$ cat src/rtl/prga_fifo_param.sv
// prga_fifo_param: parametrised synchronous FIFO.
// Capacity is 2^DEPTH_LOG2 words. LOOKAHEAD selects registered (0) or
// first-word-fall-through (1) reads. An occupancy count and almost-full /
// almost-empty flags are provided.
// Optional macro PRGA_FIFO_ERR_EN builds the sticky overflow/underflow
// detectors; without it both flags are tied low.
module prga_fifo_param #(
  parameter int DATA_WIDTH         = 8,
  parameter int DEPTH_LOG2         = 3,
  parameter int LOOKAHEAD          = 0,
  parameter int ALMOST_FULL_THRES  = (1 << DEPTH_LOG2) - 2,
  parameter int ALMOST_EMPTY_THRES = 1
) (
  input  logic                  clk,
  input  logic                  rst_n,
  output logic                  full,
  output logic                  almost_full,
  input  logic                  wr,
  input  logic [DATA_WIDTH-1:0] din,
  output logic                  empty,
  output logic                  almost_empty,
  input  logic                  rd,
  output logic [DATA_WIDTH-1:0] dout,
  output logic [DEPTH_LOG2:0]   count,
  output logic                  overflow,
  output logic                  underflow
);

  localparam int DEPTH = 1 << DEPTH_LOG2;
  localparam int PW    = DEPTH_LOG2 + 1;

  localparam logic [PW-1:0] DEPTH_C = PW'(DEPTH);
  localparam logic [PW-1:0] AF_C    = PW'(ALMOST_FULL_THRES);
  localparam logic [PW-1:0] AE_C    = PW'(ALMOST_EMPTY_THRES);

  // Reject illegal configurations while elaborating.
  if (DEPTH_LOG2 < 1 || DEPTH_LOG2 > 10) begin : g_bad_depth
    $fatal(1, "prga_fifo_param: DEPTH_LOG2 must be in 1..10");
  end
  if (ALMOST_FULL_THRES < 1 || ALMOST_FULL_THRES > DEPTH) begin : g_bad_af
    $fatal(1, "prga_fifo_param: ALMOST_FULL_THRES must be in 1..DEPTH");
  end
  if (ALMOST_EMPTY_THRES < 0 || ALMOST_EMPTY_THRES > DEPTH - 1) begin : g_bad_ae
    $fatal(1, "prga_fifo_param: ALMOST_EMPTY_THRES must be in 0..DEPTH-1");
  end

  logic [DATA_WIDTH-1:0] mem_q [DEPTH];
  logic [PW-1:0]         wr_ptr_q, wr_ptr_d;
  logic [PW-1:0]         rd_ptr_q, rd_ptr_d;
  logic [PW-1:0]         occ;
  logic                  wr_acc, rd_acc;
  logic [DATA_WIDTH-1:0] head;

  // Occupancy and flags come only from the registered pointers; the wrap
  // bit makes full and empty distinguishable without an extra counter.
  assign occ          = wr_ptr_q - rd_ptr_q;
  assign count        = occ;
  assign full         = (occ == DEPTH_C);
  assign empty        = (occ == '0);
  assign almost_full  = (occ >= AF_C);
  assign almost_empty = (occ <= AE_C);
  assign head         = mem_q[rd_ptr_q[DEPTH_LOG2-1:0]];

  // Accept logic and next pointers; a full FIFO still accepts a read and an
  // empty one still accepts a write, so simultaneous requests never deadlock.
  always_comb begin
    wr_acc   = wr && !full;
    rd_acc   = rd && !empty;
    wr_ptr_d = wr_ptr_q + {{(PW-1){1'b0}}, wr_acc};
    rd_ptr_d = rd_ptr_q + {{(PW-1){1'b0}}, rd_acc};
  end

  // Pointer registers; reset empties the FIFO immediately.
  always_ff @(posedge clk or negedge rst_n) begin
    if (!rst_n) begin
      wr_ptr_q <= '0;
      rd_ptr_q <= '0;
    end else begin
      wr_ptr_q <= wr_ptr_d;
      rd_ptr_q <= rd_ptr_d;
    end
  end

  // Storage array; contents are deliberately left unreset.
  always_ff @(posedge clk) begin
    if (wr_acc) mem_q[wr_ptr_q[DEPTH_LOG2-1:0]] <= din;
  end

  if (LOOKAHEAD != 0) begin : g_lookahead
    // Head word is presented directly; stale while empty.
    assign dout = head;
  end else begin : g_registered
    logic [DATA_WIDTH-1:0] dout_q, dout_d;

    // Output register loads the head word only on an accepted read.
    always_comb begin
      dout_d = dout_q;
      if (rd_acc) dout_d = head;
    end

    // Output register state.
    always_ff @(posedge clk or negedge rst_n) begin
      if (!rst_n) dout_q <= '0;
      else        dout_q <= dout_d;
    end

    assign dout = dout_q;
  end

`ifdef PRGA_FIFO_ERR_EN
  logic overflow_q, overflow_d;
  logic underflow_q, underflow_d;

  // Sticky error detection; only reset clears these.
  always_comb begin
    overflow_d  = overflow_q  | (wr & full);
    underflow_d = underflow_q | (rd & empty);
  end

  // Error flag registers.
  always_ff @(posedge clk or negedge rst_n) begin
    if (!rst_n) begin
      overflow_q  <= 1'b0;
      underflow_q <= 1'b0;
    end else begin
      overflow_q  <= overflow_d;
      underflow_q <= underflow_d;
    end
  end

  assign overflow  = overflow_q;
  assign underflow = underflow_q;
`else
  assign overflow  = 1'b0;
  assign underflow = 1'b0;
`endif

endmodule

$ cat config.mk
export PLATFORM = sky130hd
export DESIGN_NAME = prga_fifo_param
export DESIGN_NICKNAME = d
export VERILOG_FILES = /design/src/rtl/prga_fifo_param.sv
export SDC_FILE = /design/constraint.sdc
export NUM_CORES = 1
export LEC_CHECK = 0
export ABC_AREA = 1
export CAP_MARGIN = 20
export CORE_AREA = 2 2 90 92
export DETAILED_ROUTE_END_ITERATION = 10
export DIE_AREA = 0 0 92 94
export PLACE_DENSITY = 0.83
export SYNTH_ARGS = -nofsm -noshare
export SYNTH_HDL_FRONTEND = slang
export SYNTH_SLANG_ARGS = --single-unit
$ cat constraint.sdc
create_clock -name clk -period 2.48 [get_ports clk]
set_clock_uncertainty 0.1 [all_clocks]
set_input_delay 0.62 -clock clk [delete_from_list [all_inputs] [get_ports clk]]
set_output_delay 0.62 -clock clk [all_outputs]
set_load 0.05 [all_outputs]
# Yosys cells after proc, flatten, opt, wreduce, memory -nomap -nowiden
# Memories as Yosys holds them, arrays and structs flattened. A register that Yosys moved wholly into a read port is not among the register bits.
# Cells that the tools add are included.
[totals]
reg_bits = 8
mem_bits_rw = 64
inputBits = 12
elab_cells = 17
n_memories = 1
[memory_table]
columns = ["memory", "depth", "word_bits", "read_ports", "rd_ports_with_merged_regs", "wr", "line_no", "source"]
rows = [
  ["mem_q", 8, 8, 1, 1, 1, "47", "logic [DATA_WIDTH-1:0] mem_q [DEPTH];"],
]
[op_classes]
n_addsub = 3
n_lt_le_gt_ge = 2
n_eq_ne = 1
mux = 2
reduce_logical = 6
[op_table]
columns = ["operator", "count"]
rows = [
  ["$add A4 B1 Y4", 2],
  ["$eq A4 B4 Y1 const B", 1],
  ["$ge A4 B3 Y1 const B", 1],
  ["$le A4 B1 Y1 const B", 1],
  ["$logic_not A4 Y1", 1],
  ["$sub A4 B4 Y4", 1],
  ["$logic_not A1 Y1", 3],
  ["$logic_and A1 B1 Y1", 2],
  ["$mux W1", 2],
]

# Depth between registers and ports, before layout
[logic_depth]
depth_word = 6
ltp_mapped = 14
ltp_nobuf = 14

# Worst setup path after synthesis
# Ideal clock, no wire load.
[synth_path]
path_type = "flip-flop to output port"
start = "register rd_ptr_q[1]"
end = "output almost_empty"
arrival_time_ps = 2349
required_ps = 1760
path_slack_ps = -589
path_stages_with_launch = 7
n_path_buf = 2
cell_sequence = "dfrtp_1 > buf_6 > inv_2 > buf_4 > fa_1 > nand3b_4 > nor2_1"
[synth_between]
elab_chain_cells = 2
[synth_lines]
columns = ["element", "line_no", "source"]
rows = [
  ["start: declaration", "49", "logic [PW-1:0] rd_ptr_q, rd_ptr_d;"],
  ["start signal: assignment", "80", "rd_ptr_q <= rd_ptr_d;"],
  ["$sub A4 B4 Y4", "56", "assign occ = wr_ptr_q - rd_ptr_q;"],
  ["via count[1]", "24", "output logic [DEPTH_LOG2:0] count,"],
  ["$le A4 B1 Y1", "61", "assign almost_empty = (occ <= AE_C);"],
  ["end: declaration", "21", "output logic almost_empty,"],
]
# The timed path passes the listed nets, and every way through them passes these cells.

# Worst setup path after layout
[layout_path]
start = "register wr_ptr_q[0]"
end = "output empty"
[layout_between]
elab_chain_cells = 2
[layout_lines]
columns = ["element", "line_no", "source"]
rows = [
  ["start: declaration", "48", "logic [PW-1:0] wr_ptr_q, wr_ptr_d;"],
  ["start signal: assignment", "79", "wr_ptr_q <= wr_ptr_d;"],
  ["$sub A4 B4 Y4", "56", ""],
  ["$logic_not A4 Y1", "59", "assign empty = (occ == '0);"],
  ["end: declaration", "20", "output logic empty,"],
]
# No other way between the ends.

==> out/metrics.cfg <==
[final_layout]
instances_no_fill=545
fillCellCount=586
syn_to_final_growth_pct=28.0
design_area_um2=4790
num_antenna_cells=0
drive_gt1_share_pct=19.9
nets=458

[synth]
synth_seq_cells=80
ys_types=24
netlist_instances=390
avgSynthCellArea_um2=9.60
yosysSeqAreaShare_pct=62.0
yosysWarnings=0
synth_area_um2=3740

[die]
rows=32
fp.coreArea_um2=7610
die_w_um=92
dieArea_um2=8650
pin_count=30
initial_core_util_pct=49.2
die_height_um=94

[detailed_routing]
wl_per_cell_um=15.4
num_vias=2655
postRouteAntennaNets=0
drc=0
viasPerCell=4.87
initialDrtViolationCount=175
firstDrtPassIters=4
wl_mm=8.40

[cts]
cts_max_path_buffers=2
ctsHoldBuffers=0
ctsRootBufferMaster=clkbuf_8
clkSinkCount=80
clkTransAtPathRegs_ps=80
cts_tree=built
cts.htree.levels=3
insertion_delay_ps=350
cts_buffers=9

[timing]
period_needed_ps=2810
final-hold-violation-count=0
tightestPinTransition_ps=752
slew_headroom_pct=49.7
max_freq_mhz=356
setup_slack_ps=-329
period_share_pct=113
finalSetupViolCount=22
rsz0062_at_grt=true
drv_slew=0
fin_hold_ws_ps=374

[placement]
dp_cells=520
io_buffers=27
dpl_cell_area_um2=4350
gp_congestion=0.841
hpwl_mm=5.27

[critical_path]
end_kind=output pin
required_ps=1760
criticalPathCategory=reg -> out
start_kind=flop
crit_arrival_ps=2090
crit_fanout=2

[grt]
grt_pass1_vias=2551
grtUsageTotal_pct=19.5
antenna_found_initial=0
grt_pass1_wl_mm=12.6
overflow=0
grt_max_degree=35

[outcome]
violations=setup timing
outcome=finished with violations

[worst_hold_path]
hp-class=reg -> reg

[flow_run]
maxCapViolCount=0

cells in the mapped netlist:
master    instances  area [µm²]
nand2_2           4        25.0
dfrtp_1          16         400
buf_1             1        3.75
xor2_1            4        35.0
inv_1            78         293
buf_6             1        11.3
edfxtp_1         64        1920
a21oi_2           1        8.76
nor2_4            1        11.3
conb_1            1        3.75
nand2_1         134         503
buf_4             6        45.0
nor2_1           10        37.5
nand3_1          47         235
inv_2             3        11.3
nand2_4           1        11.3
clkinv_1          1        3.75
clkbuf_1          1        3.75
nand3_4           1        17.5
nand3b_4          1        20.0
ha_1              7        87.6
buf_2             5        25.0
fa_1              1        20.0
nand3_2           1        10.0
worst paths after layout:
path	endpoint	depth (start not counted)	slack, ps	start
worst max-delay path	empty	9	-330	wr_ptr_q[0]
worst min-delay path	dout[0]	2	370	dout[0]
worst max register to register	mem_q[4][2]	11	-10	wr_ptr_q[0]
worst min register to register	dout[0]	2	370	dout[0]
max in group asynchronous	rd_ptr_q[0]	1	1190	rst_n
min in group asynchronous	rd_ptr_q[2]	1	610	rst_n
placed cells by master, fill, tap and decap left out:
master and instances:
nand2_8 1, nand2_2 1, buf_6 4, fa_2 1
nand3_4 4, clkdlybuf4s50_1 19, ha_4 4, conb_1 2
inv_4 1, bufinv_16 2, inv_1 73, nand3b_4 1
nand2_1 129, a21oi_4 1, clkinvlp_4 2, ha_1 2
nand2_4 8, nand3_1 45, edfxtp_1 64, inv_2 5
buf_12 9, dfrtp_1 16, inv_6 3, nor2_4 10
ha_2 1, xor2_1 4, buf_4 18, clkinv_2 3
nor2_1 1, clkbuf_8 9
cell type report:
class | count | area, µm² | area share (%)
multi-input cells | 215 | 1250 | 26.2
clock buffers | 9 | 124 | 2.58
flip-flops and latches | 80 | 2320 | 48.4
repair buffers | 50 | 551 | 11.5
well taps | 102 | 128 | 2.66
clock inverters | 7 | 92.6 | 1.93
inverters | 82 | 323 | 6.73
metal layers:
metal | up-vias | share of wire (%) | global-route usage (%) | routed length, µm
li1 | 1298 | - | - | -
met5 | - | 0 | 0 | 0
met3 | 16 | 7.6 | 3.29 | 637
met2 | 94 | 50 | 34.2 | 4220
met1 | 1247 | 41 | 24.3 | 3400
met4 | 0 | 1.6 | 7.21 | 138
logic make-up (layout without fill, tap and decap cells):
family	count (synthesis)	after routing	share of synthesized area, %
other	1	2	0.100
buffers and inverters	96	148	10.6
flip-flops	80	80	62.0
XOR/XNOR	4	4	0.935
AO/OA/AOI/OAI	1	1	0.234
AND/OR/NAND/NOR	200	200	23.3
adder cells (fa/ha/maj)	8	8	2.87
worst max-delay path: stages, from the launching register on:
cell        delay, ps
dfrtp_1           370
inv_2              70
ha_4              160
inv_4              50
fa_2              440
nand3b_4          190
nor2_4            160
nand3_4           100
clkinvlp_4         90
buf_12            130
state kept, by name, summed over array words and instances (netlist names):
name and cells:
rd_ptr_q 4, mem_q 64, wr_ptr_q 4, dout 8
what timing repair did:
item / in CTS / in global routing
pin swaps: 7 / 8
endpoints found under the setup margin: 7 / 10
buffers inserted: 5 / 5
endpoints found under the hold margin: 0 / 0
gates resized for setup: 14 / 19
stage by stage:
step / setup WS [ps] / util, % / setup TNS (ps)
6_report: -329 / 63.0 / -1390
5_1_grt: -389 / 63.0 / -3930
4_1_cts: -343 / 61.3 / -1200
3_5_place_dp: 0.259 / 57.2 / 0
3_3_place_gp: 70.7 / 57.2 / 0
2_1_floorplan: -322 / - / -8320
Power is left out: the tool's default activity adds up to more than one toggle a clock period on the data nets, which glitch-free logic cannot reach.
